--- src/rtl/pc_sequencer_pkg.sv ---
// -----------------------------------------------------------------------------
// pc_sequencer_pkg
// Shared definitions for the PC sequencer slice:
//   - default datapath width and the default reset/trap vectors
//   - sequencer state encoding (BOOT / RUN / HALT)
//   - small helper that flags a word-misaligned target address
// -----------------------------------------------------------------------------
package pc_sequencer_pkg;

    localparam int          DEFAULT_XLEN         = 32;
    localparam logic [31:0] DEFAULT_RESET_VECTOR = 32'h0000_0000;
    localparam logic [31:0] DEFAULT_TRAP_VECTOR  = 32'h0000_0100;

    typedef enum logic [1:0] {
        SEQ_BOOT = 2'd0,
        SEQ_RUN  = 2'd1,
        SEQ_HALT = 2'd2
    } seq_state_e;

    // Instructions are 32-bit aligned, so any set bit in [1:0] is a bad target.
    function automatic logic is_misaligned(input logic [1:0] addr_lsbs);
        return addr_lsbs != 2'b00;
    endfunction

endpackage

--- src/rtl/pc_sequencer_if.sv ---
// -----------------------------------------------------------------------------
// pc_sequencer_if
// Bundles the request inputs coming from execute and the fetch-side outputs of
// the PC sequencer.
//   master : the execute/debug side; drives stall, jump, branch, halt and
//            resume requests and observes PC and status.
//   slave  : the sequencer itself.
// Signals:
//   stall, jump, jump_target, branch_taken, branch_target, halt_req, resume
//   PC, PCPlus4, fetch_valid, halted, trap, epc, instr_count
// -----------------------------------------------------------------------------
interface pc_sequencer_if #(
    parameter int XLEN = 32
);
    logic            stall;
    logic            jump;
    logic [XLEN-1:0] jump_target;
    logic            branch_taken;
    logic [XLEN-1:0] branch_target;
    logic            halt_req;
    logic            resume;

    logic [XLEN-1:0] PC;
    logic [XLEN-1:0] PCPlus4;
    logic            fetch_valid;
    logic            halted;
    logic            trap;
    logic [XLEN-1:0] epc;
    logic [31:0]     instr_count;

    modport master (
        output stall, jump, jump_target, branch_taken, branch_target,
               halt_req, resume,
        input  PC, PCPlus4, fetch_valid, halted, trap, epc, instr_count
    );

    modport slave (
        input  stall, jump, jump_target, branch_taken, branch_target,
               halt_req, resume,
        output PC, PCPlus4, fetch_valid, halted, trap, epc, instr_count
    );

endinterface

--- src/rtl/pc_sequencer_next_mux.sv ---
// -----------------------------------------------------------------------------
// pc_sequencer_next_mux
// Purely combinational next-PC selection for the RUN state.
// Ports:
//   pc_i             current PC
//   run_i            sequencer is in RUN (requests are only honoured there)
//   stall_i          hold everything this cycle
//   jump_i / jump_target_i          jump request and destination
//   branch_taken_i / branch_target_i taken branch and destination
//   halt_req_i       ECALL/EBREAK retiring
//   next_pc_o        PC to load when advance_o is set (held PC otherwise)
//   pc_plus4_o       PC + 4, wrapping
//   misaligned_o     redirect target is misaligned -> trap this edge
//   advance_o        an instruction retires this edge
// -----------------------------------------------------------------------------
module pc_sequencer_next_mux
    import pc_sequencer_pkg::*;
#(
    parameter int              XLEN        = DEFAULT_XLEN,
    parameter logic [XLEN-1:0] TRAP_VECTOR = XLEN'(DEFAULT_TRAP_VECTOR)
) (
    input  logic [XLEN-1:0] pc_i,
    input  logic            run_i,
    input  logic            stall_i,
    input  logic            jump_i,
    input  logic [XLEN-1:0] jump_target_i,
    input  logic            branch_taken_i,
    input  logic [XLEN-1:0] branch_target_i,
    input  logic            halt_req_i,
    output logic [XLEN-1:0] next_pc_o,
    output logic [XLEN-1:0] pc_plus4_o,
    output logic            misaligned_o,
    output logic            advance_o
);

    logic [XLEN-1:0] target;
    logic            redirect;

    assign pc_plus4_o = pc_i + XLEN'(4);
    // Jump outranks branch when both resolve in the same cycle.
    assign target     = jump_i ? jump_target_i : branch_target_i;
    assign redirect   = jump_i | branch_taken_i;
    assign advance_o  = run_i & ~stall_i;

    always_comb begin
        next_pc_o    = pc_i;
        misaligned_o = 1'b0;
        if (advance_o) begin
            if (halt_req_i) begin
                // The halting instruction still retires; resume fetches after it.
                next_pc_o = pc_plus4_o;
            end else if (redirect) begin
                if (is_misaligned(target[1:0])) begin
                    next_pc_o    = TRAP_VECTOR;
                    misaligned_o = 1'b1;
                end else begin
                    next_pc_o = target;
                end
            end else begin
                next_pc_o = pc_plus4_o;
            end
        end
    end

endmodule

--- src/rtl/pc_sequencer.sv ---
// -----------------------------------------------------------------------------
// pc_sequencer
// Owns the program counter and the BOOT/RUN/HALT state. Next-PC selection is
// delegated to pc_sequencer_next_mux; this module keeps the state, PC, epc,
// trap pulse and retired-instruction counter registers.
// Ports:
//   clk    system clock, rising edge
//   rst_n  synchronous reset, active low
//   bus    pc_sequencer_if.slave: request inputs and PC/status outputs
// -----------------------------------------------------------------------------
module pc_sequencer
    import pc_sequencer_pkg::*;
#(
    parameter int              XLEN         = DEFAULT_XLEN,
    parameter logic [XLEN-1:0] RESET_VECTOR = XLEN'(DEFAULT_RESET_VECTOR),
    parameter logic [XLEN-1:0] TRAP_VECTOR  = XLEN'(DEFAULT_TRAP_VECTOR)
) (
    input  logic          clk,
    input  logic          rst_n,
    pc_sequencer_if.slave bus
);

    seq_state_e      state_q, state_d;
    logic [XLEN-1:0] pc_q, pc_d;
    logic [XLEN-1:0] epc_q, epc_d;
    logic            trap_q, trap_d;
    logic [31:0]     count_q, count_d;

    logic [XLEN-1:0] next_pc;
    logic [XLEN-1:0] pc_plus4;
    logic            misaligned;
    logic            advance;
    logic            in_run;

    assign in_run = (state_q == SEQ_RUN);

    pc_sequencer_next_mux #(
        .XLEN        (XLEN),
        .TRAP_VECTOR (TRAP_VECTOR)
    ) u_next_mux (
        .pc_i            (pc_q),
        .run_i           (in_run),
        .stall_i         (bus.stall),
        .jump_i          (bus.jump),
        .jump_target_i   (bus.jump_target),
        .branch_taken_i  (bus.branch_taken),
        .branch_target_i (bus.branch_target),
        .halt_req_i      (bus.halt_req),
        .next_pc_o       (next_pc),
        .pc_plus4_o      (pc_plus4),
        .misaligned_o    (misaligned),
        .advance_o       (advance)
    );

    // Next-state and datapath update.
    always_comb begin
        state_d = state_q;
        pc_d    = pc_q;
        epc_d   = epc_q;
        trap_d  = 1'b0;          // trap is a single-cycle pulse
        count_d = count_q;

        unique case (state_q)
            SEQ_BOOT: state_d = SEQ_RUN;
            SEQ_RUN:  if (advance && bus.halt_req) state_d = SEQ_HALT;
            // resume is honoured regardless of stall.
            SEQ_HALT: if (bus.resume) state_d = SEQ_RUN;
            default:  state_d = SEQ_BOOT;
        endcase

        if (advance) begin
            pc_d    = next_pc;
            count_d = count_q + 32'd1;
            if (misaligned) begin
                epc_d  = pc_q;
                trap_d = 1'b1;
            end
        end
    end

    always_ff @(posedge clk) begin
        if (!rst_n) begin
            state_q <= SEQ_BOOT;
            pc_q    <= RESET_VECTOR;
            epc_q   <= '0;
            trap_q  <= 1'b0;
            count_q <= '0;
        end else begin
            state_q <= state_d;
            pc_q    <= pc_d;
            epc_q   <= epc_d;
            trap_q  <= trap_d;
            count_q <= count_d;
        end
    end

    assign bus.PC          = pc_q;
    assign bus.PCPlus4     = pc_plus4;
    assign bus.fetch_valid = in_run;
    assign bus.halted      = (state_q == SEQ_HALT);
    assign bus.trap        = trap_q;
    assign bus.epc         = epc_q;
    assign bus.instr_count = count_q;

endmodule

--- src/flat_wrapper.sv ---
// flat-port wrapper written by rule: the top's interface ports become plain ports
module pc_sequencer_flat import pc_sequencer_pkg::*;
#(
    parameter int              XLEN         = DEFAULT_XLEN,
    parameter logic [XLEN-1:0] RESET_VECTOR = XLEN'(DEFAULT_RESET_VECTOR),
    parameter logic [XLEN-1:0] TRAP_VECTOR  = XLEN'(DEFAULT_TRAP_VECTOR)
)
  (clk, rst_n, bus_stall, bus_jump, bus_jump_target, bus_branch_taken, bus_branch_target, bus_halt_req, bus_resume, bus_PC, bus_PCPlus4, bus_fetch_valid, bus_halted, bus_trap, bus_epc, bus_instr_count);
  pc_sequencer_if #(.XLEN(XLEN)) bus_i ();
  input  logic clk;
  input  logic rst_n;
  input wire logic [$bits(bus_i.stall)-1:0] bus_stall;
  input wire logic [$bits(bus_i.jump)-1:0] bus_jump;
  input wire logic [$bits(bus_i.jump_target)-1:0] bus_jump_target;
  input wire logic [$bits(bus_i.branch_taken)-1:0] bus_branch_taken;
  input wire logic [$bits(bus_i.branch_target)-1:0] bus_branch_target;
  input wire logic [$bits(bus_i.halt_req)-1:0] bus_halt_req;
  input wire logic [$bits(bus_i.resume)-1:0] bus_resume;
  output wire logic [$bits(bus_i.PC)-1:0] bus_PC;
  output wire logic [$bits(bus_i.PCPlus4)-1:0] bus_PCPlus4;
  output wire logic [$bits(bus_i.fetch_valid)-1:0] bus_fetch_valid;
  output wire logic [$bits(bus_i.halted)-1:0] bus_halted;
  output wire logic [$bits(bus_i.trap)-1:0] bus_trap;
  output wire logic [$bits(bus_i.epc)-1:0] bus_epc;
  output wire logic [$bits(bus_i.instr_count)-1:0] bus_instr_count;
  assign bus_i.stall = bus_stall;
  assign bus_i.jump = bus_jump;
  assign bus_i.jump_target = bus_jump_target;
  assign bus_i.branch_taken = bus_branch_taken;
  assign bus_i.branch_target = bus_branch_target;
  assign bus_i.halt_req = bus_halt_req;
  assign bus_i.resume = bus_resume;
  assign bus_PC = bus_i.PC;
  assign bus_PCPlus4 = bus_i.PCPlus4;
  assign bus_fetch_valid = bus_i.fetch_valid;
  assign bus_halted = bus_i.halted;
  assign bus_trap = bus_i.trap;
  assign bus_epc = bus_i.epc;
  assign bus_instr_count = bus_i.instr_count;
  pc_sequencer #(.XLEN(XLEN), .RESET_VECTOR(RESET_VECTOR), .TRAP_VECTOR(TRAP_VECTOR)) u_core (.clk(clk), .rst_n(rst_n), .bus(bus_i));
endmodule
--- config.mk ---
export PLATFORM = sky130hd
export DESIGN_NAME = pc_sequencer_flat
export DESIGN_NICKNAME = d
export VERILOG_FILES = /design/src/rtl/pc_sequencer_pkg.sv /design/src/rtl/pc_sequencer_if.sv /design/src/rtl/pc_sequencer_next_mux.sv /design/src/rtl/pc_sequencer.sv /design/src/flat_wrapper.sv
export SDC_FILE = /design/constraint.sdc
export NUM_CORES = 1
export LEC_CHECK = 0
export ABC_AREA = 1
export BUFFER_PORTS_ARGS = -buffer_cell sky130_fd_sc_hd__buf_2
export CORE_MARGIN = 4
export CORE_UTILIZATION = 40
export CTS_CLUSTER_DIAMETER = 120
export DETAILED_ROUTE_END_ITERATION = 8
export GPL_TIMING_DRIVEN = 0
export PLACE_DENSITY = 0.73
export REMOVE_ABC_BUFFERS = 1
export SLEW_MARGIN = 40
export SYNTH_ARGS = -nofsm -noshare
export SYNTH_HDL_FRONTEND = slang
export SYNTH_SLANG_ARGS = --single-unit
--- constraint.sdc ---
create_clock -name clk -period 1.75 [get_ports clk]
set_input_delay 0.35 -clock clk [delete_from_list [all_inputs] [get_ports clk]]
set_output_delay 0.35 -clock clk [all_outputs]
set_load 0.005 [all_outputs]
==> metrics.sh <==
GRT_USE_TOTAL=0.232
MET2_LENGTH_MM=9.30
DETAILEDPLACEMENTHPWL_MM=13.2
CRIT_PATH_END='bus_PCPlus4[26]'
CTS_TREE='done'
DIE_W_UM=126
SYNTH-EDFF-COUNT=0
CLKSINKCOUNT=99
SYN-INSTANCE-COUNT=851
STD_CELL_ROWS=42
VIA_COUNT=6272
MAXSLEWVIOLCOUNT=0
ARRIVAL_NS=1.67
FP.DIEAREA_SQ_MM=0.0160
CRITPATHCAPTURETYPE='primary output'
CRIT_START='u_core.bus.PC[2]'
WORST-PATH-MAX-FANOUT=5
GRT_FIRST_PASS_WIRELENGTH_MM=30.0
PRECTSSETUPSLACK_NS=-0.840
CLOCK_TREE.HTREE_LEVEL_COUNT=3
YOSYS_MOST_USED_DFF='dfxtp_1'
BUFFER_PORTS.INSERTED=201
PLACE_CONGESTION=0.854
STATUS='finished, violations left'
ROUTE.DETAILED.VIAS_PER_INST=5.05
CTS_MADE_BUFFERS=9
FINALHOLDVIOLATIONS=0
SYNTH-SEQ-CELLS=99
FINALSETUPTNS_NS=-5.49
YOSYSWARNINGCOUNT=0
MAX_CAP_VIOLATIONS=0
MAX_SLEW.WORST_PIN.SLEW_NS=0.881
MAX-SLEW-MARGIN-REL=0.412
REMAINING_DRC_ERRORS=0
CRIT_SHARE_POST_ROUTE=1.15
LEAKAGEPOWER_nW=3.75
VIAS_IN_THE_FIRST_GLOBAL_ROUTE=5911
DRT_PRE_ANTENNA_ITERS=5
SYNTH_AREA_SQ_MM=0.00561
FINAL_CORE_UTILIZATION=0.567
POSTCTSHOLDBUFS=0
CTS.PATH.MAX_BUFFERS=2
SYN-MEAN-INSTANCE-AREA_SQ_UM=6.59
DIE_Y_UM=126
AREA_DELTA_SYNTH_FINAL_PCT=36.7
MAX_FREQ_MHz=495
FILLCELLCOUNT=1313
DETAIL_ROUTE.ITER0.VIOLATIONS=394
ANTENNADIODECOUNT=0
PLACE_AREA_SQ_MM=0.00670
SETUP_VIOL=28
FF_TO_FF_END='u_core.bus.instr_count[25]'
TIMING.HOLD.WORST.CLASS='in2reg'
CLK_PIN_SLEW_NS=0.07
NUM-NETS-FINAL=1135
CLOCK-SKEW-FINAL_NS=0.00829
R2R_SLACK_NS=0.11
STDCELL_AREA_SQ_MM=0.00766
CTS.ROOT.BUFFER_CELL='clkbuf_16'
REGTOREGSTARTPOINT='u_core.state_q[0]'
VIOLATIONS='setup timing'
SYNTHDISTINCTLIBCELLS=41
DETAIL-ROUTE-ANTENNA-NETS=0
TYPE_OF_THE_SETUP_PATH_WITH_THE_LEAST_SLACK='reg2out'
SKEW_PAIR_LATE_INSERTION_DELAY_NS=0.35
MAXIMUM_NUMBER_OF_PINS_ON_ONE_NET_BEFORE_GLOBAL_ROUTE_REPAIR=52
FIN_WORST_HOLD_SLACK_NS=0.277
CP_DATA_REQUIRED_TIME_NS=1.40
SYNTH_ASYNC_RESET_RATIO=0
MET3_WIRELENGTH_FROM_DETAILED_ROUTING_MM=1.42
ROUTED_WIRELENGTH_MM=19.3
FINALWORSTSETUPSLACK_NS=-0.269
PEAKVDDDROP_uV=650
WL_MET1_MM=8.12
SETUP.WORST_PATH.START_CLASS='flop'
ANTENNA_VIOLATIONS_BEFORE_REPAIR=0
INITIAL_UTILIZATION=0.415
DRIVE_GT1_FRAC=0.342
SYNTH.YOSYS.SEQ_AREA_SHARE=0.354
CORE_REGION_AREA_SQ_MM=0.0135
FF2FF_PATH_DEPTH=8
WORSTHOLDPATHCELLS=4
ROUTE.DETAILED.WL_PER_INST_UM=15.5
GRT_SETUP_UNREPAIRED='yes'
GRT_REMAINING_OVERFLOW=0
LAYOUT_MIN_CYCLE_TIME_NS=2.02
POWER-PER-CELL-AREA_mW_PER_MM2=661
MAXUSEDROUTINGLAYER='met4'
IO_PINS=202
## power breakdown
group          total, mW  switching (mW)  internal, mW
sequential          2.37          0.0709          2.30
clock               2.04           0.895          1.15
combinational      0.652           0.374         0.278
## registers in the layout, summed over array words and instances, names as in the netlist
name	cells
u_core.bus.PC	32
u_core.bus.epc	32
u_core.bus.instr_count	32
u_core.bus.trap	1
u_core.state_q	2
## worst min path at each step
stage                               from                        end  slack [ns]
2_1_floorplan  u_core.bus.instr_count[6]  u_core.bus.instr_count[6]        0.46
3_3_place_gp            u_core.bus.PC[1]           u_core.bus.PC[1]        0.48
3_5_place_dp          u_core.bus.epc[11]         u_core.bus.epc[11]        0.48
4_1_cts                       bus_resume          u_core.state_q[1]        0.27
5_1_grt                     bus_halt_req          u_core.state_q[1]        0.30
6_report                      bus_resume          u_core.state_q[1]        0.28
## per-stage QoR
step | std cells | power (mW)
final | 1243 | 5.07
after global routing | 1243 | 5.28
after CTS | 1227 | 5.08
after detailed placement | 1198 | 3.02
after global placement | 1196 | 3.00
after floorplan | 819 | 2.71
## synthesized netlist by cell type, types with 2 or more instances
library cell	count	area [sq um]
and3_1	2	12.5
nand2_1	257	965
buf_4	5	37.5
nor2_4	5	56.3
xnor2_1	2	17.5
inv_1	75	282
dfxtp_1	99	1980
mux2i_1	23	230
nand2_2	2	12.5
a31oi_1	6	37.5
nor3_1	9	45.0
xor2_1	11	96.3
o211ai_1	2	15.0
o21ai_0	43	215
buf_6	5	56.3
ha_1	2	25.0
o21bai_2	8	90.1
nand4_1	8	50.1
clkbuf_1	13	48.8
buf_2	9	45.0
nor2_2	8	50.1
nand3_4	2	35.0
nor2_1	109	409
nand3b_1	2	15.0
o21ai_1	18	90.1
a21oi_1	63	315
o21ai_2	2	17.5
nor3b_1	2	15.0
inv_2	7	26.3
nand3_1	41	205
## cell usage in the layout, fill, tap and decap left out, drive strengths merged, types with 3 or more instances in the layout
master and count:
dfxtp 99, a31oi 6, clkinvlp 3, mux2i 23
clkbuf 13, a21oi 63, xor2 11, nor2 123
buf 230, nor3 10, o21ai 63, nand3 44
nand4 8, inv 82, o21bai 9, nand2 260
## kinds of logic (layout without fill, tap and decap cells)
group	after synthesis	count (layout)	share of synthesized area
AOI/OAI and AO/OA	146	146	0.147
buffers and inverters	115	330	0.0891
xor gates and xnor gates	13	13	0.0203
DFF	99	99	0.354
adders and majority gates	2	2	0.00446
and+or+nand+nor	453	454	0.344
muxes	23	23	0.0411
## worst max-delay path, stage by stage, from the launching register on
cell and delay (ns):
dfxtp_4 0.37, ha_4 0.18, nand2_4 0.05, nor2_4 0.14
nand2_4 0.11, inv_1 0.10, nand2_1 0.06, nand2_1 0.08
nand2_1 0.08, buf_2 0.14
## area by class of cell
cell class	count	area, sq um	area share
repair buffers	231	1320	0.172
flip-flops and latches	99	2060	0.268
clock inverters	4	50.0	0.00653
well taps	176	220	0.0287
clock buffers	12	246	0.0322
inverters	83	323	0.0421
multi-input cells	638	3450	0.450
## layer usage
metal / up-vias / GRT usage
met5: - / 0
met4: 0 / 0.0599
met3: 40 / 0.0500
met2: 265 / 0.408
met1: 2806 / 0.287
li1: 3161 / -
## repair_timing
item | in CTS | in global routing
endpoints found under the setup margin | 109 | 63
pin swaps | 17 | 18
gates cloned | 1 | 1
resized for setup | 103 | 35
buffers inserted | 12 | 15
No activity file was read; power rests on OpenSTA's default activity.
